### src/rtl/zone_pkg.sv
// Shared grid constants, derived-size helpers and channel indices for the zone tracker.
// Imported by the interface-facing top, the per-channel tracker and the bench.
package zone_pkg;

  localparam int unsigned IMG_WIDTH_DEF  = 640;
  localparam int unsigned IMG_HEIGHT_DEF = 480;
  localparam int unsigned NX_DEF         = 8;
  localparam int unsigned NY_DEF         = 6;

  localparam int unsigned CH_BLUE = 0;
  localparam int unsigned CH_RED  = 1;

  function automatic int unsigned calc_zbw(int unsigned zones);
    return (zones > 1) ? $clog2(zones) : 1;
  endfunction

  function automatic int unsigned calc_unit(int unsigned extent, int unsigned cells);
    return extent / cells;
  endfunction

  localparam int unsigned ZBW_DEF = calc_zbw(NX_DEF * NY_DEF);

  typedef logic [ZBW_DEF-1:0] zone_t;

  // Outcome of one frame as seen by the stability/loss filter.
  typedef enum logic [1:0] {
    FrMiss,
    FrSame,
    FrNew
  } frame_res_e;

endpackage

### src/rtl/zone_tracker_multi_if.sv
// Pixel stream from the colour detectors in, per-channel zone results out.
// master = detector/frame-timing side, slave = zone tracker.
interface zone_tracker_multi_if #(
  parameter int unsigned NCH   = 2,
  parameter int unsigned ZBW   = 6,
  parameter int unsigned CNT_W = 16
) ();
  logic                 frame_start;
  logic                 frame_end;
  logic                 pixel_valid;
  logic [9:0]           x_pixel;
  logic [9:0]           y_pixel;
  logic [NCH-1:0]       hit;
  logic                 result_strobe;
  logic [NCH*ZBW-1:0]   zone;
  logic [NCH*CNT_W-1:0] zone_count;
  logic [NCH-1:0]       zone_valid;

  modport master (
    output frame_start, frame_end, pixel_valid, x_pixel, y_pixel, hit,
    input  result_strobe, zone, zone_count, zone_valid
  );

  modport slave (
    input  frame_start, frame_end, pixel_valid, x_pixel, y_pixel, hit,
    output result_strobe, zone, zone_count, zone_valid
  );
endinterface

### src/rtl/zone_chan_tracker.sv
// One colour channel: per-zone hit counters with a running max, then an end-of-frame
// filter that applies the minimum count, stability and loss rules to the published zone.
module zone_chan_tracker
  import zone_pkg::*;
#(
  parameter int unsigned ZONES         = 48,
  parameter int unsigned ZBW           = 6,
  parameter int unsigned CNT_W         = 16,
  parameter int unsigned MIN_COUNT     = 64,
  parameter int unsigned STABLE_FRAMES = 2,
  parameter int unsigned LOST_FRAMES   = 4
) (
  input  logic             clk_i,
  input  logic             rst_ni,
  input  logic             frame_start_i,
  input  logic             frame_end_i,
  input  logic             pix_ok_i,
  input  logic             hit_i,
  input  logic [ZBW-1:0]   zid_i,
  output logic [ZBW-1:0]   zone_o,
  output logic [CNT_W-1:0] zone_count_o,
  output logic             zone_valid_o
);

  localparam int unsigned MissW = $clog2(LOST_FRAMES + 1);
  localparam int unsigned CandW = $clog2(STABLE_FRAMES + 1);
  localparam logic [CNT_W-1:0] CntMax = {CNT_W{1'b1}};

  logic [CNT_W-1:0] cnt_q [ZONES];
  logic [CNT_W-1:0] max_cnt_q, cnt_base, cnt_new, max_base;
  logic [ZBW-1:0]   max_zone_q, max_zone_base;
  logic             acc, take;

  // A frame_start in the same cycle makes the pixel see an already-cleared frame.
  always_comb begin
    acc           = pix_ok_i && hit_i && !frame_end_i;
    cnt_base      = frame_start_i ? '0 : cnt_q[zid_i];
    cnt_new       = (cnt_base == CntMax) ? cnt_base : cnt_base + 1'b1;
    max_base      = frame_start_i ? '0 : max_cnt_q;
    max_zone_base = frame_start_i ? '0 : max_zone_q;
    take          = acc && ((cnt_new > max_base) || (zid_i == max_zone_base));
  end

  always_ff @(posedge clk_i or negedge rst_ni) begin
    if (!rst_ni) begin
      for (int z = 0; z < ZONES; z++) cnt_q[z] <= '0;
      max_cnt_q  <= '0;
      max_zone_q <= '0;
    end else begin
      if (frame_start_i) begin
        for (int z = 0; z < ZONES; z++) cnt_q[z] <= '0;
      end
      if (acc) cnt_q[zid_i] <= cnt_new;
      if (take) begin
        max_cnt_q  <= cnt_new;
        max_zone_q <= zid_i;
      end else if (frame_start_i) begin
        max_cnt_q  <= '0;
        max_zone_q <= '0;
      end
    end
  end

  logic [ZBW-1:0]   zone_q, cand_q;
  logic [CNT_W-1:0] zone_count_q;
  logic             valid_q;
  logic [CandW-1:0] cand_cnt_q, cand_next;
  logic [MissW-1:0] miss_q;
  frame_res_e       res;

  always_comb begin
    if (32'(max_cnt_q) < MIN_COUNT)  res = FrMiss;
    else if (max_zone_q == zone_q)   res = FrSame;
    else                             res = FrNew;
    cand_next = ((cand_cnt_q != '0) && (cand_q == max_zone_q)) ? cand_cnt_q + 1'b1
                                                              : CandW'(1);
  end

  // Frame_end always sees the pre-clear state, so a coincident frame_start is harmless here.
  always_ff @(posedge clk_i or negedge rst_ni) begin
    if (!rst_ni) begin
      zone_q       <= '0;
      zone_count_q <= '0;
      valid_q      <= 1'b0;
      cand_q       <= '0;
      cand_cnt_q   <= '0;
      miss_q       <= '0;
    end else if (frame_end_i) begin
      zone_count_q <= max_cnt_q;
      unique case (res)
        FrMiss: begin
          cand_cnt_q <= '0;
          if (32'(miss_q) < LOST_FRAMES) miss_q <= miss_q + 1'b1;
          if (32'(miss_q) + 1 >= LOST_FRAMES) valid_q <= 1'b0;
        end
        FrSame: begin
          miss_q     <= '0;
          valid_q    <= 1'b1;
          cand_cnt_q <= '0;
        end
        FrNew: begin
          if (32'(cand_next) >= STABLE_FRAMES) begin
            zone_q     <= max_zone_q;
            valid_q    <= 1'b1;
            miss_q     <= '0;
            cand_cnt_q <= '0;
          end else begin
            cand_q     <= max_zone_q;
            cand_cnt_q <= cand_next;
          end
        end
        default: ;
      endcase
    end
  end

  assign zone_o       = zone_q;
  assign zone_count_o = zone_count_q;
  assign zone_valid_o = valid_q;

endmodule

### src/rtl/zone_tracker_multi.sv
// Multi-channel zone tracker: shared pixel-to-zone mapping feeding NCH channel trackers,
// with a common one-cycle result strobe after each frame_end.
module zone_tracker_multi
  import zone_pkg::*;
#(
  parameter int unsigned IMG_WIDTH     = IMG_WIDTH_DEF,
  parameter int unsigned IMG_HEIGHT    = IMG_HEIGHT_DEF,
  parameter int unsigned NX            = NX_DEF,
  parameter int unsigned NY            = NY_DEF,
  parameter int unsigned NCH           = 2,
  parameter int unsigned CNT_W         = 16,
  parameter int unsigned MIN_COUNT     = 64,
  parameter int unsigned STABLE_FRAMES = 2,
  parameter int unsigned LOST_FRAMES   = 4
) (
  input logic                 clk,
  input logic                 reset_n,
  zone_tracker_multi_if.slave bus
);

  localparam int unsigned ZONES  = NX * NY;
  localparam int unsigned ZBW    = calc_zbw(ZONES);
  localparam int unsigned X_UNIT = calc_unit(IMG_WIDTH, NX);
  localparam int unsigned Y_UNIT = calc_unit(IMG_HEIGHT, NY);

  int unsigned    col, row;
  logic [ZBW-1:0] zid;
  logic           pix_ok;
  logic           strobe_q;

  always_comb begin
    col    = 32'(bus.x_pixel) / X_UNIT;
    row    = 32'(bus.y_pixel) / Y_UNIT;
    zid    = ZBW'(row * NX + col);
    pix_ok = bus.pixel_valid && (32'(bus.x_pixel) < IMG_WIDTH) &&
             (32'(bus.y_pixel) < IMG_HEIGHT);
  end

  for (genvar c = 0; c < NCH; c++) begin : g_chan
    zone_chan_tracker #(
      .ZONES        (ZONES),
      .ZBW          (ZBW),
      .CNT_W        (CNT_W),
      .MIN_COUNT    (MIN_COUNT),
      .STABLE_FRAMES(STABLE_FRAMES),
      .LOST_FRAMES  (LOST_FRAMES)
    ) u_chan (
      .clk_i        (clk),
      .rst_ni       (reset_n),
      .frame_start_i(bus.frame_start),
      .frame_end_i  (bus.frame_end),
      .pix_ok_i     (pix_ok),
      .hit_i        (bus.hit[c]),
      .zid_i        (zid),
      .zone_o       (bus.zone[c*ZBW +: ZBW]),
      .zone_count_o (bus.zone_count[c*CNT_W +: CNT_W]),
      .zone_valid_o (bus.zone_valid[c])
    );
  end

  always_ff @(posedge clk or negedge reset_n) begin
    if (!reset_n) strobe_q <= 1'b0;
    else          strobe_q <= bus.frame_end;
  end

  assign bus.result_strobe = strobe_q;

endmodule

### src/flat_wrapper.sv
// flat-port wrapper written by rule: the top's interface ports become plain ports
module zone_tracker_multi_flat import zone_pkg::*;
#(
  parameter int unsigned IMG_WIDTH     = IMG_WIDTH_DEF,
  parameter int unsigned IMG_HEIGHT    = IMG_HEIGHT_DEF,
  parameter int unsigned NX            = NX_DEF,
  parameter int unsigned NY            = NY_DEF,
  parameter int unsigned NCH           = 2,
  parameter int unsigned CNT_W         = 16,
  parameter int unsigned MIN_COUNT     = 64,
  parameter int unsigned STABLE_FRAMES = 2,
  parameter int unsigned LOST_FRAMES   = 4
)
  (clk, reset_n, bus_frame_start, bus_frame_end, bus_pixel_valid, bus_x_pixel, bus_y_pixel, bus_hit, bus_result_strobe, bus_zone, bus_zone_count, bus_zone_valid);
  zone_tracker_multi_if #(.NCH(NCH), .ZBW(6), .CNT_W(CNT_W)) bus_i ();
  input logic clk;
  input logic reset_n;
  input wire logic [$bits(bus_i.frame_start)-1:0] bus_frame_start;
  input wire logic [$bits(bus_i.frame_end)-1:0] bus_frame_end;
  input wire logic [$bits(bus_i.pixel_valid)-1:0] bus_pixel_valid;
  input wire logic [$bits(bus_i.x_pixel)-1:0] bus_x_pixel;
  input wire logic [$bits(bus_i.y_pixel)-1:0] bus_y_pixel;
  input wire logic [$bits(bus_i.hit)-1:0] bus_hit;
  output wire logic [$bits(bus_i.result_strobe)-1:0] bus_result_strobe;
  output wire logic [$bits(bus_i.zone)-1:0] bus_zone;
  output wire logic [$bits(bus_i.zone_count)-1:0] bus_zone_count;
  output wire logic [$bits(bus_i.zone_valid)-1:0] bus_zone_valid;
  assign bus_i.frame_start = bus_frame_start;
  assign bus_i.frame_end = bus_frame_end;
  assign bus_i.pixel_valid = bus_pixel_valid;
  assign bus_i.x_pixel = bus_x_pixel;
  assign bus_i.y_pixel = bus_y_pixel;
  assign bus_i.hit = bus_hit;
  assign bus_result_strobe = bus_i.result_strobe;
  assign bus_zone = bus_i.zone;
  assign bus_zone_count = bus_i.zone_count;
  assign bus_zone_valid = bus_i.zone_valid;
  zone_tracker_multi #(.IMG_WIDTH(IMG_WIDTH), .IMG_HEIGHT(IMG_HEIGHT), .NX(NX), .NY(NY), .NCH(NCH), .CNT_W(CNT_W), .MIN_COUNT(MIN_COUNT), .STABLE_FRAMES(STABLE_FRAMES), .LOST_FRAMES(LOST_FRAMES)) u_core (.clk(clk), .reset_n(reset_n), .bus(bus_i));
endmodule
### config.mk
export PLATFORM = sky130hd
export DESIGN_NAME = zone_tracker_multi_flat
export DESIGN_NICKNAME = d
export VERILOG_FILES = /design/src/rtl/zone_pkg.sv /design/src/rtl/zone_tracker_multi_if.sv /design/src/rtl/zone_chan_tracker.sv /design/src/rtl/zone_tracker_multi.sv /design/src/flat_wrapper.sv
export SDC_FILE = /design/constraint.sdc
export NUM_CORES = 2
export LEC_CHECK = 0
export ABC_AREA = 1
export BUFFER_PORTS_ARGS = -buffer_cell sky130_fd_sc_hd__buf_2
export CELL_PAD_IN_SITES_DETAIL_PLACEMENT = 1
export CELL_PAD_IN_SITES_GLOBAL_PLACEMENT = 2
export CORE_ASPECT_RATIO = 1.5
export CORE_MARGIN = 1.5
export CORE_UTILIZATION = 39
export CTS_BUF_LIST = sky130_fd_sc_hd__clkbuf_4 sky130_fd_sc_hd__clkbuf_8
export DETAILED_ROUTE_END_ITERATION = 10
export HOLD_SLACK_MARGIN = 0.1
export PLACE_DENSITY = 0.88
export SLEW_MARGIN = 30
export SYNTH_ARGS = -nofsm -noshare
export SYNTH_HDL_FRONTEND = slang
export SYNTH_SLANG_ARGS = --single-unit
### constraint.sdc
create_clock -name clk -period 5.7 [get_ports clk]
set_input_delay 0.57 -clock clk [delete_from_list [all_inputs] [get_ports clk]]
set_output_delay 0.57 -clock clk [all_outputs]
set_load 0.005 [all_outputs]
==> results list <==
* Initial antenna violation count: 12
* Number of sinks driven by the clock tree: 1,649
* Skew-Pair Late Insertion Delay: 1000 ps
* Global-route usage over all layers: 36.4%
* Synthesized flop and latch total: 1,649
- The top cell types in the final layout, fill and taps aside, are nand2_1, nand3_1, dfrtp_1.
* CTS tree: yes
- Synthesis produced 11,500 cells.
- The number of hold violations in the final report is 0.
- The number of buffers and inverters on the critical path is 15.
- The worst setup path is captured at a flip-flop.
- After the first detailed-routing iteration, the DRC count stood at 7,638.
- The path class of the tightest hold or removal check is in2async.
- Number of distinct library cells after synthesis: 48
- Largest net degree at the start of global routing: 218
- Failing checks: DRC, setup timing
- During synthesis, Yosys emitted a total of 0 warnings.
- The synthesized netlist occupies a cell area of 84,700 um2.
- Port buffering added 65 buffers.
- At the pin with the least slew margin, the transition time is 1080 ps.
* CP max FO: 9
- In the final layout, the share of cells above drive strength 1 is 16.8%.
- Cell with the largest stage delay on the worst path: or3_4
* Delay contributed by the slowest stage of the critical path: 450 ps
- In the post-synthesis netlist, the biggest area contributors are dfrtp_1, nand2_1, nand3_1.
- Of all flip-flops after synthesis, the portion carrying an async set or reset was 100%.
- Clock-pin transition on the worst setup and hold timing paths: 60 ps
- Routed signal wires occupy layers up through met5.
* Initial standard-cell utilization of the core: 39.2%
- First-pass iteration count of the detailed router: 11
- Via count of the first global-routing pass: 90,500
- Dividing total power by cell area gives a power density of 330 nW/um2.
* PnR worst setup slack: -755 ps
* Area added between synthesis and finish: 23.0%
- After the last flow step, the layout net total stands at 12,100.
- The clock arrives with 98.5 ps of skew.
* Detailed-route vias per instance: 5.70
- The floorplan step set the die height to 574 um.
- Dividing the synthesized area by the synthesized cell count gives 7.39 um2.
- Endpoint arrival time on the critical path: 7310 ps
- Chip width: 383 um
* RSZ-0062 raised after global routing: yes
* Max VDD drop: 279 uV
* Total Die Area: 220,000 um2
* Clock tree buffer depth: 4
* Placed wire-length estimate: 269,000 um
- Of the available clock period, the critical path in the final layout requires 113%.
- Final period demand of the worst path: 6450 ps
- Slew Limit Fails: 0
- Wire length of the first global-routing pass: 600,000 um
- Io pins: 74
- Broken down by cell family, the worst path's largest delay share belongs to simple AND/OR/NAND/NOR gates.
* Finish-stage setup viols: 47
- The detail route stage leaves a number of antenna-violating nets equal to 0.
- After synthesis, the largest area contributor takes up 48.7% of total cell area.
- Routed met1 length: 152,000 um
- In this run, synthesis inferred 0 flip-flops with an integrated enable.
- The library cell used most frequently in the layout, excluding fill and tap cells, is nand2_1.
- For this run the aggregate overflow at the end of global routing stands at 0.
* Clock root buffer: clkbuf_8
- Cell taking the most area after synthesis: dfrtp_1
- CP Data Required Time: 6550 ps
* Routed length on met2: 196,000 um
- Internal reg-to-reg setup slack: 1280 ps
- Status: finished with violations
- Post-route non-filler standard cell count: 15,100
* DRT Wirelength: 407,000 um
- Critical path class: in2reg
- At the end of the flow the core is filled with cells to 48.2%.
* Tightest slew margin relative to the limit: 27.8%
- WL per Instance: 27.0 um
- For this run, the register share of the synthesized area comes to 48.7%.
- After detailed routing, the number of remaining DRC violations is 19.
* Placer's final routability congestion estimate: 0.962
* Placed insts: 14,500
- Met3 wire length: 26,600 um
- The detailed router placed 86,200 vias in this run.
* Static Leak: 54.5 nW
- CTS HTree Levels: 5
- STA classifies the critical path startpoint as an input pin.
* Most frequently used flop master after synthesis: dfrtp_1
- Across the run, the number of max-cap violations was 0.
- FP Rows: 209
- Fmax: 155 MHz
- Core Footprint: 216,000 um2
- Num CTS Buffers: 286
- Synthesis produced a netlist with a net count of 11,500.
## logic make-up (layout without fill, tap and decap cells)
kind of cell,after synthesis,after routing,synth area share [%]
adder cells (fa/ha/maj),42,42,0.621
XOR/XNOR,13,13,0.134
flip-flops,1649,1649,48.7
other,0,3,0
buffers and inverters,1636,2434,7.95
AND/OR/NAND/NOR,7347,7348,37.5
AO/OA/AOI/OAI,777,777,5.02
## through the flow
step | area (um2) | total power [mW] | setup TNS (ps) | hold slack, ps | worst slack [ps]
after floorplan | 85000 | 16.2 | -56520 | 274 | -1360
after global placement | 95400 | 21.7 | -1590920 | 452 | -1910
after detailed placement | 95400 | 21.7 | -1738740 | 456 | -2020
after CTS | 102000 | 33.9 | -20640 | 118 | -534
after global routing | 104000 | 35.3 | -44880 | 112 | -961
final | 104000 | 34.4 | -29350 | 111 | -755
## sequential cells by signal (all words and copies together) (netlist names)
name                               flops
u_core.g_chan.u_chan.cnt_q          1536
u_core.g_chan.u_chan.cand_q           12
u_core.g_chan.u_chan.zone_o           12
u_core.g_chan.u_chan.max_zone_q       12
u_core.bus.result_strobe               1
u_core.g_chan.u_chan.miss_q            6
u_core.g_chan.u_chan.zone_valid_o      2
u_core.g_chan.u_chan.cand_cnt_q        4
u_core.g_chan.u_chan.zone_count_o     32
u_core.g_chan.u_chan.max_cnt_q        32
## layout make-up
class,instances,area [um2]
inverters,797,3040
clock inverters,40,395
flip-flops and latches,1649,41300
multi-input cells,8180,38700
repair buffers,1149,11600
fillers,26400,112000
clock buffers,448,5580
well taps,2848,3560
diodes,3,7.51
## repair_timing
item,CTS,global route
gates cloned,5,3
hold endpoints to repair,99,0
hold buffers,1,0
setup buffers,34,33
setup endpoints to repair,1060,1397
resized for setup,202,330
pin swaps,41,107
## synth_stat cells (4+ instances only)
master / n
a21oi_1: 42
buf_1: 37
buf_2: 251
buf_4: 63
buf_6: 6
clkbuf_1: 482
clkinv_1: 4
dfrtp_1: 1649
ha_1: 42
inv_1: 786
inv_2: 7
nand2_1: 4336
nand2_2: 5
nand3_1: 1730
nand3_2: 23
nand3b_1: 449
nand4_1: 17
nor2_1: 734
nor2_2: 10
nor3_1: 19
o2111ai_1: 5
o21ai_0: 557
o21ai_1: 36
o21bai_1: 8
o22ai_1: 26
o31ai_1: 85
or2_2: 7
xnor2_1: 4
xor2_1: 9
## routing by layer
layer / up-vias / track usage (%)
li1: 37600 / -
met1: 43800 / 43.0
met2: 3623 / 60.5
met3: 1176 / 5.56
met4: 4 / 25.5
met5: - / 0
## final timing paths
check | from | end | depth (start not counted)
max reg2reg | u_core.g_chan[1].u_chan.cnt_q[289] | u_core.g_chan[1].u_chan.max_cnt_q[10] | 31
max in group asynchronous | reset_n | u_core.g_chan[1].u_chan.cnt_q[142] | 5
min in group clk | bus_frame_end | u_core.bus.result_strobe | 2
max | bus_y_pixel[8] | u_core.g_chan[1].u_chan.max_cnt_q[10] | 50
min | reset_n | u_core.g_chan[0].u_chan.cnt_q[411] | 2
min reg2reg | u_core.g_chan[0].u_chan.zone_count_o[5] | u_core.g_chan[0].u_chan.zone_count_o[5] | 2
## report_power, final
group,leakage [nW],internal (mW),total (mW),switching [mW]
combinational,28.3,3.02,10.6,7.59
sequential,23.0,11.8,11.9,0.0878
clock,3.18,6.49,11.9,5.39
total,54.5,21.3,34.4,13.1
(Power assumes the default switching activity.)
